$ cat src/rtl/calc_input_conditioner_pkg.sv
`default_nettype none
// ============================================================================
// calc_input_conditioner_pkg : shared defaults for the calc input front end
// Rev 1.0
// ============================================================================
package calc_input_conditioner_pkg;

  localparam int C_DEBOUNCE_CYCLES = 500000;  // 10 ms at 50 MHz
  localparam int C_CNT_W           = 20;
  localparam int C_SW_W            = 16;
  localparam int C_NUM_BTN         = 4;
  localparam int C_BTN_ENTER       = 0;       // btnd sits at bit 0 of the button vector

endpackage
`default_nettype wire

$ cat src/rtl/calc_input_conditioner_debounce.sv
`default_nettype none
// ============================================================================
// calc_debounce : 2-flop synchroniser, hold-time debouncer and rise strobe
// Rev 1.0
// ============================================================================
module calc_debounce
  import calc_input_conditioner_pkg::*;
#(
  parameter int DEBOUNCE_CYCLES = C_DEBOUNCE_CYCLES,
  parameter int CNT_W           = C_CNT_W
) (
  input  logic clk,
  input  logic rst,
  input  logic raw_in,
  output logic level,
  output logic rise,
  output logic rise_next
);

  localparam logic [CNT_W-1:0] TERM_CNT = CNT_W'(DEBOUNCE_CYCLES - 1);

  logic             sync1_q, sync1_d;
  logic             sync2_q, sync2_d;
  logic             stable_q, stable_d;
  logic             rise_q, rise_d;
  logic [CNT_W-1:0] cnt_q, cnt_d;

  // Counter only advances while the synchronised input disagrees with the
  // stable level; it clears at the terminal count, so it never wraps.
  always_comb begin
    sync1_d  = raw_in;
    sync2_d  = sync1_q;
    stable_d = stable_q;
    rise_d   = 1'b0;
    cnt_d    = '0;
    if (sync2_q != stable_q) begin
      if (cnt_q == TERM_CNT) begin
        stable_d = sync2_q;
        rise_d   = sync2_q;
      end else begin
        cnt_d = cnt_q + 1'b1;
      end
    end
  end

  always_ff @(posedge clk) begin
    if (rst) begin
      sync1_q  <= 1'b0;
      sync2_q  <= 1'b0;
      stable_q <= 1'b0;
      rise_q   <= 1'b0;
      cnt_q    <= '0;
    end else begin
      sync1_q  <= sync1_d;
      sync2_q  <= sync2_d;
      stable_q <= stable_d;
      rise_q   <= rise_d;
      cnt_q    <= cnt_d;
    end
  end

  assign level     = stable_q;
  assign rise      = rise_q;
  assign rise_next = rise_d;

endmodule
`default_nettype wire

$ cat src/rtl/calc_input_conditioner.sv
`default_nettype none
// ============================================================================
// calc_input_conditioner : debounced buttons, enter strobe, op/operand capture
// Rev 1.0
// ============================================================================
module calc_input_conditioner
  import calc_input_conditioner_pkg::*;
#(
  parameter int DEBOUNCE_CYCLES = C_DEBOUNCE_CYCLES,
  parameter int CNT_W           = C_CNT_W,
  parameter int SW_W            = C_SW_W
) (
  input  logic            clk,
  input  logic            rst,
  input  logic            btnl_raw,
  input  logic            btnc_raw,
  input  logic            btnr_raw,
  input  logic            btnd_raw,
  input  logic [SW_W-1:0] sw_raw,
  output logic            enter_pulse,
  output logic [2:0]      op_q,
  output logic [SW_W-1:0] sw_q,
  output logic [3:0]      btn_level
);

  logic [C_NUM_BTN-1:0] btn_raw_w;
  logic [C_NUM_BTN-1:0] level_w;
  logic [C_NUM_BTN-1:0] rise_w;
  logic [C_NUM_BTN-1:0] rise_next_w;
  logic                 unused_rise;

  logic [SW_W-1:0] sw_sync1_q, sw_sync1_d;
  logic [SW_W-1:0] sw_sync2_q, sw_sync2_d;
  logic [SW_W-1:0] sw_d;
  logic [2:0]      op_d;

  assign btn_raw_w = {btnl_raw, btnc_raw, btnr_raw, btnd_raw};

  generate
    for (genvar i = 0; i < C_NUM_BTN; i++) begin : g_btn
      calc_debounce #(
        .DEBOUNCE_CYCLES (DEBOUNCE_CYCLES),
        .CNT_W           (CNT_W)
      ) u_debounce (
        .clk       (clk),
        .rst       (rst),
        .raw_in    (btn_raw_w[i]),
        .level     (level_w[i]),
        .rise      (rise_w[i]),
        .rise_next (rise_next_w[i])
      );
    end
  endgenerate

  // Only btnd drives a strobe; op buttons are consumed as levels.
  assign unused_rise = ^{rise_w[C_NUM_BTN-1:1], rise_next_w[C_NUM_BTN-1:1]};

  // Capture fires on the edge the enter strobe is set, so it sees the op
  // levels and synchronised switches as they were before that edge.
  always_comb begin
    sw_sync1_d = sw_raw;
    sw_sync2_d = sw_sync1_q;
    op_d       = op_q;
    sw_d       = sw_q;
    if (rise_next_w[C_BTN_ENTER]) begin
      op_d = level_w[3:1];
      sw_d = sw_sync2_q;
    end
  end

  always_ff @(posedge clk) begin
    if (rst) begin
      sw_sync1_q <= '0;
      sw_sync2_q <= '0;
      op_q       <= '0;
      sw_q       <= '0;
    end else begin
      sw_sync1_q <= sw_sync1_d;
      sw_sync2_q <= sw_sync2_d;
      op_q       <= op_d;
      sw_q       <= sw_d;
    end
  end

  assign enter_pulse = rise_w[C_BTN_ENTER];
  assign btn_level   = level_w;

endmodule
`default_nettype wire

$ cat config.mk
export PLATFORM = sky130hd
export DESIGN_NAME = calc_input_conditioner
export DESIGN_NICKNAME = d
export VERILOG_FILES = /design/src/rtl/calc_input_conditioner_pkg.sv /design/src/rtl/calc_input_conditioner_debounce.sv /design/src/rtl/calc_input_conditioner.sv
export SDC_FILE = /design/constraint.sdc
export NUM_CORES = 1
export LEC_CHECK = 0
export ABC_AREA = 1
export BUFFER_PORTS_ARGS = -buffer_cell sky130_fd_sc_hd__buf_2
export CAP_MARGIN = 5
export CORE_ASPECT_RATIO = 1.5
export CORE_MARGIN = 5
export CORE_UTILIZATION = 54
export DETAILED_ROUTE_END_ITERATION = 10
export GPL_TIMING_DRIVEN = 0
export PLACE_DENSITY_LB_ADDON = 0.05
export SLEW_MARGIN = 20
export SYNTH_ARGS = -nofsm -noshare
export SYNTH_HDL_FRONTEND = slang
export SYNTH_SLANG_ARGS = --single-unit
$ cat constraint.sdc
create_clock -name clk -period 1.4 [get_ports clk]
set_input_delay 0.35 -clock clk [delete_from_list [all_inputs] [get_ports clk]]
set_output_delay 0.35 -clock clk [all_outputs]
set_load 0.05 [all_outputs]
After elaboration in Yosys (flattened, before gate mapping)
Index checks and enable logic that the tools add are counted.
{"block": "classes", "addsub": 4, "multipliers": 0, "n_div": 0, "n_lt_le_gt_ge": 0, "eq_ne": 8, "shift": 0, "mux": 2, "bitwise_logic": 4, "n_reduce_logical": 8}
{"operator": "adder 20 x 1 -> 20 bit (second input constant)", "count": 4}
{"operator": "equality test 20 x 19 -> 1 bit (second input constant)", "count": 4}
{"operator": "OR reduction 3 bit", "count": 4}
{"operator": "AND reduction 2 bit", "count": 4}
{"operator": "!= test 1 bit", "count": 4}
{"operator": "NOT 1 bit", "count": 4}
{"operator": "2-to-1 mux 1 bit", "count": 2}
{"block": "word_totals", "regBits": 144, "latchBits": 0, "ramBits": 0, "romBits": 0, "inputBits": 22, "out_inout_bits": 24, "word_cells": 47, "mem_count": 0}

Depth between registers and ports, before layout
{"block": "depth", "depth_word": 3, "depth_mapped": 9, "depth_no_buf": 9}

Cells and area by module
From an unflattened synthesis, not the netlist that was laid out.
{"block": "hier_totals", "hier_cells": 928, "hier_area_um2": 6462.4}
{"mod": "calc_debounce", "instances": 4, "cells_per_inst": 177, "area_per_inst_um2": 1189.9, "seq_area_each_um2": 480.5}
{"mod": "calc_input_conditioner", "instances": 1, "cells_per_inst": 220, "area_per_inst_um2": 1702.9, "seq_area_each_um2": 1021.0}

Worst setup path after synthesis
No wires, ideal clock.
{"block": "synth_timing", "kind": "reg-to-reg", "startpoint": "register g_btn[0].u_debounce.cnt_q[0]", "endpoint": "register op_q[0]", "setup_time_ns": 0.112, "arrival_time_ns": 1.425, "slack_ns": -0.136, "path_stages_with_launch": 9, "path_buffers": 2, "cell_sequence": "dfxtp_1 ha_1 nand3_4 nor2_4 nand4_2 buf_6 buf_6 nor2_2 nor2_1"}
{"block": "synth_between", "elab_chain_len": 3}
{"item": "from (decl)", "line": "calc_input_conditioner_debounce.sv:26", "source": "logic [CNT_W-1:0] cnt_q, cnt_d;"}
{"item": "from (signal assigned)", "line": "calc_input_conditioner_debounce.sv:58", "source": "cnt_q <= cnt_d;"}
{"item": "equality test 20 x 19 -> 1 bit", "line": "calc_input_conditioner_debounce.sv:37", "source": "if (cnt_q == TERM_CNT) begin"}
{"item": "2-to-1 mux 1 bit", "line": "calc_input_conditioner_debounce.sv:37"}
{"item": "2-to-1 mux 1 bit", "line": "calc_input_conditioner_debounce.sv:36", "source": "if (sync2_q != stable_q) begin"}
{"item": "to (signal assigned)", "line": "calc_input_conditioner.sv:80", "source": "op_q <= op_d;"}
{"item": "to (decl)", "line": "calc_input_conditioner.sv:21", "source": "output logic [2:0] op_q,"}
Every way passes these cells.
A chain may end at the register's enable or synchronous reset.

Final worst setup path
{"block": "layout_timing", "startpoint": "register g_btn[3].u_debounce.cnt_q[1]", "endpoint": "register g_btn[3].u_debounce.cnt_q[6]"}
{"block": "layout_between", "elab_chain_len": 2, "elab_cells_between_ends": 3, "classes_between": "add/sub: 1; eq/ne: 1; reduce/logical: 1"}
{"item": "from (decl)", "line": "calc_input_conditioner_debounce.sv:26"}
{"item": "from (signal assigned)", "line": "calc_input_conditioner_debounce.sv:58"}
{"item": "branches (longest 2 deep; another with adder 20 x 1 -> 20 bit)"}
Parallel ways; which one is timed is not known.

==> out/summary.txt <==
OUTCOME
-----------------------------------------------------------------------------------------------
Result of the run                                                                  complete, but fails checks
Violations in the final reports                                                    setup timing

DRT
-----------------------------------------------------------------------------------------------
Drt initial violations                                                                      256
Via density                                                                                4.99
Number of detailed-routing iterations run before antenna repair                               4
Sum of routed wire length over all layers                                             15,100 um
DRC violation count after routing                                                             0
Vias after detailed routing                                                               5,860
Count of antenna-violating nets left after detailed routing                                   0
Avg WL per Cell                                                                         12.8 um

STA
-----------------------------------------------------------------------------------------------
Setup-failing EPs final                                                                      72
Worst-margin pin slew                                                                    523 ps
Number of slew-limit violations in the final report                                           0
Post-route fraction of the period consumed by the critical path                            108%
Fmax                                                                                    661 MHz
Unrepaired setup endpoints after global routing                                            true
Final min period                                                                        1510 ps
Final hold viol count                                                                         0
Min Hold Slack                                                                           124 ps
Max-Slew Margin vs Limit                                                                  65.1%
Summed negative setup slack over all endpoints                                         -4770 ps
Min setup slack post-route                                                              -113 ps
Largest clock skew in the final design                                                  11.5 ps

CLOCKING
-----------------------------------------------------------------------------------------------
Clock Root Buffer                                                                  sky130_fd_sc_hd__clkbuf_16
CTS tree                                                                                   done
Sinks on the clock net                                                                      144
Cts bufs inserted                                                                            17
Worst skew pair latency                                                                  420 ps
Largest buffer count on any clock path                                                        2
H-tree levels                                                                                 4
Clock input transition at the sequential cells of the worst setup and hold paths          70 ps

FINISH
-----------------------------------------------------------------------------------------------
Fill cell count                                                                             888
Share of post-route cells with drive strength above 1                                     28.7%
Area of the multi-input gates                                                      0.00334 mm^2
Antenna cell count                                                                            0
Final Non-Filler Cells                                                                    1,174
Synth-to-layout area growth                                                               33.1%
Final nets                                                                                1,037
FF/Latch Area                                                                      0.00294 mm^2

SYNTH
-----------------------------------------------------------------------------------------------
Syn. warnings                                                                                 0
Sequential share of the synthesized area                                                  45.6%
Mapped Nets                                                                                 931
FF+latch count, synth                                                                       144
Avg Synthesized Cell Area                                                             6.98 um^2
Synthesized instance count                                                                  905
Number of distinct library cells after synthesis                                             34
Synthesized cell area                                                              0.00632 mm^2

HOLD PATH
-----------------------------------------------------------------------------------------------
Capture endpoint of the worst hold path                                            sw_sync1_q[1]
Cell depth of the worst min-delay path                                                        3
Hold Crit Class                                                                       in -> reg
Launch point of the worst hold path                                                   sw_raw[1]

DIE
-----------------------------------------------------------------------------------------------
Core region area                                                                    0.0115 mm^2
Die Height                                                                               142 um
Num ports                                                                                    46
Chip width                                                                              98.3 um
Die Footprint                                                                       0.0140 mm^2
Effective utilization at floorplan                                                        55.1%
Total number of placement rows                                                               48

SETUP PATH
-----------------------------------------------------------------------------------------------
Slowest stage delay, CP                                                                  350 ps
Crit path buffers/inverters                                                                   2
Most numerous cell on the critical path                                            sky130_fd_sc_hd__nor2_2
Worst Setup End Kind                                                                   register
Crit path launch type                                                                  register
Cell with the largest stage delay on the worst path                                sky130_fd_sc_hd__dfxtp_2
Reg-to-reg startpoint                                                              g_btn[3].u_debounce.cnt_q[1]
CP Max Fanout                                                                                 5
Crit path kind                                                                       reg -> reg
Worst Reg-to-Reg Cells                                                                        9
CP Data Required Time                                                                   1710 ps
CP Depth                                                                                      9
Arrival time reported for the critical path endpoint                                    1820 ps
CP Cell Sequence                                                                   ha_4 -> nand2_2 -> nor2_2 -> inv_2 -> nor2_4 -> nand3_2 -> nand2_4 -> clkbuf_16 -> nor2_2
Family with the most delay on the worst path                                       simple AND/OR/NAND/NOR gates
Worst reg2reg endpoint                                                             g_btn[3].u_debounce.cnt_q[6]
Setup slack of the most critical reg-to-reg path                                        -110 ps

GLOBAL ROUTING
-----------------------------------------------------------------------------------------------
Global router's overall resource usage                                                    20.9%
Largest net degree at the start of global routing                                            19
Initial antenna violation count                                                               0
Remaining global-route overflow                                                               0
Wire length of the first global-routing pass                                          24,100 um
Routing usage on met2                                                                     40.5%
Met3 routing resource usage after global routing                                          4.51%
Layer with the highest usage after global routing                                          met2
Met1 routing resource usage after global routing                                          21.0%
Vias in the first global route                                                            5,460

PLACED DESIGN
-----------------------------------------------------------------------------------------------
Worst slack at placement                                                                -277 ps
Weighted congestion reported at the end of routability-driven placement                   0.925
Count of input and output buffers                                                            44
Placed cell count                                                                         1,099
Half-perimeter wire length after detailed placement                                     9880 um

JOB
-----------------------------------------------------------------------------------------------
Number of maximum-capacitance constraint violations                                           0

POWER
-----------------------------------------------------------------------------------------------
Maximum vdd drop                                                                         826 uV
Power density of the placed cells                                                  1060 mW/mm^2
Overall power consumption                                                               8.87 mW
P_leak                                                                                  3.28 nW

## report_power, final
| part | switching [mW] | internal, mW | leakage (nW) |
|---|---|---|---|
| Combinational | 0.117 | 0.0881 | 1.79 |
| Clock | 2.06 | 2.44 | 0.298 |
| Sequential | 0.0217 | 4.14 | 1.19 |
| Total | 2.20 | 6.67 | 3.28 |
## state kept, by name, summed over array words and instances (netlist names), 3 cells and up
register,cells
g_btn.u_debounce.cnt_q,80
g_btn.u_debounce.level,4
g_btn.u_debounce.sync1_q,4
g_btn.u_debounce.sync2_q,4
op_q,3
sw_q,16
sw_sync1_q,16
sw_sync2_q,16
## cells by family (layout without fill, tap and decap cells)
group | Yosys count | in the layout | share of synthesized area [%]
adder cells (fa/ha/maj) | 4 | 4 | 0.792
AND/OR/NAND/NOR | 537 | 537 | 35.9
buffers and inverters | 144 | 263 | 9.39
flip-flops | 144 | 144 | 45.6
AO/OA/AOI/OAI | 48 | 48 | 4.40
XOR/XNOR | 28 | 28 | 3.88
## how the worst max path moves through the flow
stage                                             from                            end  slack (ps)
after floorplan           g_btn[2].u_debounce.cnt_q[0]  g_btn[2].u_debounce.cnt_q[17]         0.6
after global placement    g_btn[1].u_debounce.cnt_q[0]  g_btn[1].u_debounce.cnt_q[18]        -230
after detailed placement  g_btn[1].u_debounce.cnt_q[0]  g_btn[1].u_debounce.cnt_q[12]        -280
after CTS                 g_btn[0].u_debounce.cnt_q[0]                        sw_q[1]         -50
after global routing      g_btn[0].u_debounce.cnt_q[0]                        sw_q[1]        -180
final                     g_btn[3].u_debounce.cnt_q[1]   g_btn[3].u_debounce.cnt_q[6]        -110
## worst min-delay path, delay by kind of cell
family | cells | cell delay, ps
buffers and inverters | 2 | 100
AND/OR/NAND/NOR | 1 | 60
## final cells by class
cell class	count	area share, %
well taps	150	2.23
flip-flops and latches	144	35.0
clock inverters	15	2.19
multi-input cells	617	39.7
plain buffers	17	1.73
repair buffers	89	8.41
clock buffers	17	5.06
inverters	125	5.64
## per-stage QoR
stage          utilization (%)  area [um^2]
2_1_floorplan                -         6380
3_3_place_gp              59.2         6790
4_1_cts                   68.9         7910
3_5_place_dp              59.2         6790
5_1_grt                   73.3         8400
6_report                  73.3         8400
## cells in the final DEF (no fill, tap or decap), types with 3 or more instances in the layout
cell	count
sky130_fd_sc_hd__or2_2	3
sky130_fd_sc_hd__nor3_2	6
sky130_fd_sc_hd__dfxtp_2	23
sky130_fd_sc_hd__inv_1	120
sky130_fd_sc_hd__a31oi_1	4
sky130_fd_sc_hd__clkbuf_4	4
sky130_fd_sc_hd__buf_1	4
sky130_fd_sc_hd__o21ai_0	7
sky130_fd_sc_hd__nand3_1	25
sky130_fd_sc_hd__inv_2	4
sky130_fd_sc_hd__nor2_1	165
sky130_fd_sc_hd__buf_2	29
sky130_fd_sc_hd__ha_4	4
sky130_fd_sc_hd__a21oi_1	12
sky130_fd_sc_hd__nand4_1	22
sky130_fd_sc_hd__nand3_2	7
sky130_fd_sc_hd__dfxtp_4	8
sky130_fd_sc_hd__a21oi_2	17
sky130_fd_sc_hd__nand2_2	6
sky130_fd_sc_hd__xnor2_1	11
sky130_fd_sc_hd__buf_8	4
sky130_fd_sc_hd__nand2_4	3
sky130_fd_sc_hd__nor3_1	8
sky130_fd_sc_hd__buf_4	45
sky130_fd_sc_hd__nand3_4	3
sky130_fd_sc_hd__clkbuf_16	19
sky130_fd_sc_hd__nor2_4	22
sky130_fd_sc_hd__nand2_1	206
sky130_fd_sc_hd__buf_12	3
sky130_fd_sc_hd__inv_8	6
sky130_fd_sc_hd__buf_6	13
sky130_fd_sc_hd__dfxtp_1	113
sky130_fd_sc_hd__inv_6	3
sky130_fd_sc_hd__xor2_1	16
sky130_fd_sc_hd__o21bai_1	4
sky130_fd_sc_hd__nand3b_1	7
sky130_fd_sc_hd__nor2_2	49
sky130_fd_sc_hd__clkinv_8	4
## Yosys cell counts
cell type | number | area, um^2
sky130_fd_sc_hd__a21oi_1 | 29 | 145
sky130_fd_sc_hd__a31oi_1 | 4 | 25.0
sky130_fd_sc_hd__buf_1 | 4 | 15.0
sky130_fd_sc_hd__buf_2 | 2 | 10.0
sky130_fd_sc_hd__buf_4 | 7 | 52.6
sky130_fd_sc_hd__buf_6 | 3 | 33.8
sky130_fd_sc_hd__clkbuf_1 | 3 | 11.3
sky130_fd_sc_hd__clkinv_2 | 1 | 5.00
sky130_fd_sc_hd__dfxtp_1 | 144 | 2880
sky130_fd_sc_hd__ha_1 | 4 | 50.1
sky130_fd_sc_hd__inv_1 | 121 | 454
sky130_fd_sc_hd__inv_2 | 3 | 11.3
sky130_fd_sc_hd__nand2_1 | 213 | 800
sky130_fd_sc_hd__nand2_2 | 2 | 12.5
sky130_fd_sc_hd__nand3_1 | 33 | 165
sky130_fd_sc_hd__nand3_2 | 1 | 10.0
sky130_fd_sc_hd__nand3_4 | 1 | 17.5
sky130_fd_sc_hd__nand3b_1 | 7 | 52.6
sky130_fd_sc_hd__nand4_1 | 22 | 138
sky130_fd_sc_hd__nand4_2 | 1 | 12.5
sky130_fd_sc_hd__nor2_1 | 220 | 826
sky130_fd_sc_hd__nor2_2 | 12 | 75.1
sky130_fd_sc_hd__nor2_4 | 4 | 45.0
sky130_fd_sc_hd__nor3_1 | 15 | 75.1
sky130_fd_sc_hd__nor3b_1 | 1 | 7.51
sky130_fd_sc_hd__o21a_1 | 1 | 7.51
sky130_fd_sc_hd__o21ai_0 | 8 | 40.0
sky130_fd_sc_hd__o21bai_1 | 4 | 30.0
sky130_fd_sc_hd__o21bai_2 | 1 | 11.3
sky130_fd_sc_hd__o21bai_4 | 1 | 18.8
sky130_fd_sc_hd__or2_0 | 2 | 12.5
sky130_fd_sc_hd__or2_2 | 3 | 18.8
sky130_fd_sc_hd__xnor2_1 | 11 | 96.3
sky130_fd_sc_hd__xor2_1 | 17 | 149
## layer usage
layer	vias to the layer above	part of all wire (%)
li1	2991	-
met1	2701	38
met2	123	56
met3	45	2.9
met4	0	3.0
met5	-	0
## timing repair
item | in CTS | in global routing
hold buffers | 0 | 0
cloned | 2 | 2
endpoints found under the setup margin | 112 | 102
buffers inserted | 29 | 12
pin swaps | 15 | 21
resized for setup | 81 | 116
No activity file was read; power rests on OpenSTA's default activity.
